### config.mk
export PLATFORM = sky130hd
export DESIGN_NAME = alu_share_ctrl
export DESIGN_NICKNAME = d
export VERILOG_FILES = /design/src/rtl/alu_share_ctrl.sv
export SDC_FILE = /design/constraint.sdc
export NUM_CORES = 1
export LEC_CHECK = 0
export CELL_PAD_IN_SITES_DETAIL_PLACEMENT = 1
export CELL_PAD_IN_SITES_GLOBAL_PLACEMENT = 2
export CORE_MARGIN = 2
export CORE_UTILIZATION = 23
export DETAILED_ROUTE_END_ITERATION = 8
export GPL_TIMING_DRIVEN = 0
export PLACE_DENSITY = 0.87
export SLEW_MARGIN = 40
export SYNTH_ARGS = -nofsm -noshare
export SYNTH_HDL_FRONTEND = slang
export SYNTH_SLANG_ARGS = --single-unit
### constraint.sdc
create_clock -name clk_i -period 3.6 [get_ports clk_i]
set_input_delay 0.72 -clock clk_i [delete_from_list [all_inputs] [get_ports clk_i]]
set_output_delay 0.72 -clock clk_i [all_outputs]
set_load 0.05 [all_outputs]
### src/rtl/alu_share_ctrl.sv
// alu_share_ctrl: shares one external combinational ALU between two requesters.
// Round-robin grant, valid/ready request handshake, a single op in flight, and
// operands held on the ALU for MUL_CYCLES cycles when the op is a multiply.
module alu_share_ctrl #(
    parameter int unsigned MUL_CYCLES = 2
) (
    input  logic        clk_i,
    input  logic        rst_i,
    input  logic        req0_valid_i,
    output logic        req0_ready_o,
    input  logic [2:0]  req0_op_i,
    input  logic [31:0] req0_a_i,
    input  logic [31:0] req0_b_i,
    input  logic        req1_valid_i,
    output logic        req1_ready_o,
    input  logic [2:0]  req1_op_i,
    input  logic [31:0] req1_a_i,
    input  logic [31:0] req1_b_i,
    output logic [31:0] alu_data1_o,
    output logic [31:0] alu_data2_o,
    output logic [2:0]  alu_ctrl_o,
    input  logic [31:0] alu_data_i,
    output logic        rsp_valid_o,
    input  logic        rsp_ready_i,
    output logic        rsp_id_o,
    output logic [31:0] rsp_data_o,
    output logic        rsp_zero_o,
    output logic        rsp_err_o
);

    localparam logic [1:0] ST_IDLE = 2'd0;
    localparam logic [1:0] ST_EXEC = 2'd1;
    localparam logic [1:0] ST_RESP = 2'd2;

    localparam logic [2:0] OP_MUL = 3'b100;

    // Counter only needs to hold MUL_CYCLES-1; keep at least one bit.
    localparam int CNT_W = (MUL_CYCLES > 1) ? $clog2(MUL_CYCLES) : 1;
    localparam logic [CNT_W-1:0] MUL_LOAD = CNT_W'(MUL_CYCLES - 1);

    logic [1:0]       state_q, state_d;
    logic [CNT_W-1:0] cnt_q, cnt_d;
    logic             last_grant_q, last_grant_d;
    logic [2:0]       op_q, op_d;
    logic [31:0]      a_q, a_d;
    logic [31:0]      b_q, b_d;
    logic             id_q, id_d;
    logic [31:0]      result_q, result_d;
    logic             zero_q, zero_d;
    logic             err_q, err_d;

    logic             grant_any;
    logic             grant_id;
    logic             accept;

    // Round-robin grant: a lone valid port wins; on contention the port that
    // was not served last wins. Ready is only offered while idle.
    always_comb begin
        grant_any = req0_valid_i | req1_valid_i;
        if (req0_valid_i && req1_valid_i) begin
            grant_id = ~last_grant_q;
        end else begin
            grant_id = req1_valid_i;
        end
        req0_ready_o = (state_q == ST_IDLE) && grant_any && !grant_id;
        req1_ready_o = (state_q == ST_IDLE) && grant_any && grant_id;
        accept       = (state_q == ST_IDLE) && grant_any;
    end

    // Next-state logic for the IDLE -> EXEC -> RESP -> IDLE sequence.
    always_comb begin
        state_d      = state_q;
        cnt_d        = cnt_q;
        last_grant_d = last_grant_q;
        op_d         = op_q;
        a_d          = a_q;
        b_d          = b_q;
        id_d         = id_q;
        result_d     = result_q;
        zero_d       = zero_q;
        err_d        = err_q;
        case (state_q)
            ST_IDLE: begin
                if (accept) begin
                    op_d         = grant_id ? req1_op_i : req0_op_i;
                    a_d          = grant_id ? req1_a_i  : req0_a_i;
                    b_d          = grant_id ? req1_b_i  : req0_b_i;
                    id_d         = grant_id;
                    last_grant_d = grant_id;
                    cnt_d        = (op_d == OP_MUL) ? MUL_LOAD : '0;
                    state_d      = ST_EXEC;
                end
            end
            ST_EXEC: begin
                if (cnt_q != '0) begin
                    cnt_d = cnt_q - 1'b1;
                end else begin
                    result_d = alu_data_i;
                    zero_d   = (alu_data_i == 32'd0);
                    err_d    = (op_q > OP_MUL);
                    state_d  = ST_RESP;
                end
            end
            ST_RESP: begin
                if (rsp_ready_i) begin
                    state_d = ST_IDLE;
                end
            end
            default: begin
                state_d = ST_IDLE;
            end
        endcase
    end

    // State registers; reset drops any in-flight op and favours port 0 next.
    always_ff @(posedge clk_i or negedge rst_i) begin
        if (!rst_i) begin
            state_q      <= ST_IDLE;
            cnt_q        <= '0;
            last_grant_q <= 1'b1;
            op_q         <= '0;
            a_q          <= '0;
            b_q          <= '0;
            id_q         <= 1'b0;
            result_q     <= '0;
            zero_q       <= 1'b0;
            err_q        <= 1'b0;
        end else begin
            state_q      <= state_d;
            cnt_q        <= cnt_d;
            last_grant_q <= last_grant_d;
            op_q         <= op_d;
            a_q          <= a_d;
            b_q          <= b_d;
            id_q         <= id_d;
            result_q     <= result_d;
            zero_q       <= zero_d;
            err_q        <= err_d;
        end
    end

    // The ALU always sees the latched op, so its inputs never glitch mid-op.
    always_comb begin
        alu_data1_o = a_q;
        alu_data2_o = b_q;
        alu_ctrl_o  = op_q;
        rsp_valid_o = (state_q == ST_RESP);
        rsp_id_o    = id_q;
        rsp_data_o  = result_q;
        rsp_zero_o  = zero_q;
        rsp_err_o   = err_q;
    end

endmodule

==> results <==
- Entering global routing, the biggest net connects 66 pins.
- The worst-path maximum fanout is 10.
- At the pin with the least slew margin, the transition time is 625 ps.
- For this run, global-route usage on met3 was measured as 0.0523.
- The sequential cell area is 2650 um^2.
- The maximum root-to-sink buffer count is 2.
- After clock tree synthesis, the setup repair step added 0 buffers.
- For met2 alone, demand over resource in global routing was 0.305.
- Of the post-synthesis cell area, the dominant cell type holds 0.609.
- STA puts the critical path data arrival time at 2700 ps.
- The clock latency on the worst-skew pair is 340 ps.
- The number of flops mapped to enable cells by yosys is 0.
- The maximum vdd ir drop is roughly 450 uV.
- The leftover overflow at the end of global routing is 0.
- The cell count after synthesis came out at 337.
- After synthesis, the share of cell area in mux cells is 0.0881.
- The tree built by TritonCTS fans out to 106 sinks.
- The cell area power density is 1050 nW/um^2.
- In this run the tool buffered the top-level ports with 275 buffer cells.
- The share of total power dissipated in the clock network is 0.123.
- The number of distinct library cell variants in the gate-level netlist after synthesis is 28.
- The simple-gate share of the synthesized area is 0.0330.
- After clock tree synthesis, the clock-pin slew on the worst setup and hold paths is 70 ps.
- The first-pass GRT wire length is 25.7 mm.
- The remaining number of nets flagged by the antenna check after routing is 0.
- The floorplan die height is 141 um.
- In this run, the number of DRC markers left after iteration 0 of detailed routing was 314.
- In this run the cell area of the synthesized design comes to between 4000 and 5000 um^2.
- The TritonCTS buffer count is 9.
- The worst clock skew is 9.83 ps.
- The antenna diode count is 0.
- The critical path class is primary input to output pin.
- Summed over all layers, the routed wires come to 16.7 mm.
- The horizontal die dimension is 141 um.
- The global-route total usage across every layer is 0.167.
- The standard-cell row count is 50.
- The average instance area after synthesis is 12.8 um^2.
- The flip-flop and latch count after synthesis is 106.
- The final route contains roughly 4,200 vias.
- The commonest non-fill, non-tap cell in the layout is sky130_fd_sc_hd__clkdlybuf4s50_1.
- The completed layout was analyzed and its total power is 8040 uW.
- After detailed routing, the average wire length per cell comes to 19.4 um.
- The area share of xor/xnor cells in the synthesized design is 0.
- The number of max-cap violations is 0.
- The HPWL reported at the end of detailed placement is 13.2 mm.
- The highest-utilization routing layer at the global route stage is met2.
- Sorting the synthesized cells by area gives the leading types as sky130_fd_sc_hd__dfrtp_1, sky130_fd_sc_hd__a222oi_1, sky130_fd_sc_hd__mux2_2.
- In this run the tightest slew margin relative to its limit is 0.583.
- The number of top-level pins is around 280.
- The tree is rooted in a sky130_fd_sc_hd__clkbuf_16.
- The synthesized design spends more area on one cell type than any other, namely sky130_fd_sc_hd__dfrtp_1.
- The internal power of the cells totals 4100 uW.
- For this run, the leading register cell type out of synthesis is sky130_fd_sc_hd__dfrtp_1.
- The number of hold buffers added after CTS was 0.
- STA classifies the critical path startpoint as a primary input.
- After the last flow step, the layout net total stands at between 700 and 800.
- The pre-antenna-repair detailed-routing pass consisted of 9 iterations.
- The min-delay analysis places its worst path in the category primary input to asynchronous set/reset pin.
- The run finished with clean final reports.
- In the layout the commonest cells are sky130_fd_sc_hd__clkdlybuf4s50_1, sky130_fd_sc_hd__dfrtp_1, sky130_fd_sc_hd__inv_1.
- The H-tree was split into 3 levels.
- The synthesis-to-finish area growth is 78.0%.
- The number of global-route vias before repair is 4,722.
- The full die area is 19,900 um^2.
- The net count of the mapped netlist is 508.
- The Yosys step of the flow raised 0 warnings.
- The fraction of power spent switching nets is 0.490.
- The ratio of routed vias to standard cells is 4.83.
- The congestion estimate from routability-driven global placement came to 0.768.
- The utilization after layout is 0.413.
- The final hold violation count was 0.
- The initial antenna violation count is 0.
- The TritonCTS clock tree is done.
- The switching power is 3940 uW.
- The residual DRC count is 0.
- Counting I/O delays and the setup requirement, the final critical path takes 3420 ps.
- The fraction of power consumed by combinational cells is 0.611.
- The number of gates resized after CTS was 1.
- The met1 layer usage reported by global route is 0.181.
- The fraction of synthesis flops using an asynchronous set or reset pin is 1.00.
- The area of the placeable core is between 15,000 and 20,000 um^2.
- The static leakage power is 0.00339 uW.
- The max-slew violation count came to 0.
- Setup repair after global routing left no endpoint under its margin.
- Of the available clock period, the critical path in the final layout requires 0.951.
- The compound-cell area share of the yosys netlist came to 0.170.
- Counting the fill cells in the layout gives 1,976.
- The number of setup violations in the final report is 0.
- Of the cells placed in the final design, the portion with a size suffix greater than 1 is 0.111.
- The maximum clock rate is 292 MHz.
- Of the synthesized area, sequential elements account for 0.615.
- Of the total power, registers draw 0.266.
- The post-synthesis adder-cell area fraction is 0.
- Summing all multi-input logic gate instances after layout gives 1260 um^2.
- The largest family of logic cells by synthesized area is compound AO/OA/AOI/OAI gates.
- The critical path required time is 2880 ps.
- The final hold slack is 308 ps.
- The type of element capturing the critical path is an output pin.
- The initial cell density of the core is 0.232.
power by group through the flow:
stage               logic (uW)  registers, uW  clock network [uW]
CTS                       4960           2140                1030
global placement          4850           2110                   0
finish                    4910           2140                 985
global route              5160           2210                1090
floorplan                 1190           4050                   0
detailed placement        4960           2150                   0
through the flow:
stage / worst slack, ps / area [um^2] / cells / TNS [ps]
floorplan: 1320 / 4320 / 337 / 0
global placement: -2290 / 7360 / 846 / -240350
global route: 42.3 / 7680 / 862 / 0
CTS: 147 / 7680 / 862 / 0
finish: 177 / 7680 / 862 / 0
detailed placement: -130 / 7390 / 847 / -130
synthesized netlist by cell type (all sizes together), types with 2 or more instances:
| cell type | number |
|---|---|
| inv | 66 |
| o31ai | 2 |
| nand2b | 3 |
| a21o | 2 |
| buf | 17 |
| o21ai | 6 |
| nand4 | 2 |
| mux2i | 2 |
| nor4 | 8 |
| mux2 | 32 |
| clkbuf | 10 |
| dfrtp | 105 |
| nand2 | 6 |
| a222oi | 65 |
| nor2 | 2 |
critical path: stages:
cell                              delay, ps
sky130_fd_sc_hd__clkdlybuf4s50_1        530
sky130_fd_sc_hd__a21boi_2               310
sky130_fd_sc_hd__and2_1                 160
sky130_fd_sc_hd__buf_2                  170
sky130_fd_sc_hd__buf_2                  250
sky130_fd_sc_hd__dlygate4sd2_1          560
sequential cells by signal, summed over array words and instances (netlist names):
signal        count
alu_data1_o      32
alu_data2_o      32
state_q           2
rsp_zero_o        1
rsp_data_o       32
last_grant_q      1
rsp_id_o          1
alu_ctrl_o        3
cnt_q             1
rsp_err_o         1
area by class of cell:
class,instances,share of cell area
plain buffers,27,0.0205
flip-flops and latches,106,0.345
clock inverters,6,0.00879
clock buffers,9,0.0293
inverters,66,0.0322
multi-input cells,138,0.164
well taps,234,0.0381
repair buffers,276,0.361
routing by layer:
layer  routed length (um)  vias to the layer above
met2                 8570                      219
met4                  374                        0
met3                 1470                       24
li1                     -                     1842
met5                    0                        -
met1                 6270                     2080
cells by family (layout without fill, tap and decap cells):
family | count (synthesis) | count (layout)
and+or+nand+nor | 26 | 26
AOI/OAI and AO/OA | 78 | 78
muxes | 34 | 34
buffers and inverters | 93 | 384
DFF | 106 | 106
worst paths after layout:
path	from	endpoint	slack [ps]	depth (start not counted)
min reg2reg	rsp_zero_o$_DFFE_PN0P_	rsp_zero_o$_DFFE_PN0P_	490	2
max reg2reg	state_q[0]$_DFFE_PN0P_	alu_data1_o[6]$_DFFE_PN0P_	1690	5
min in group clk_i	rsp_zero_o$_DFFE_PN0P_	rsp_zero_o$_DFFE_PN0P_	490	2
max in group asynchronous	rst_i	alu_data1_o[19]$_DFFE_PN0P_	2680	2
min	rst_i	rsp_data_o[21]$_DFFE_PN0P_	310	1
max	req1_valid_i	req1_ready_o	180	6
No activity file was read; power rests on OpenSTA's default activity.
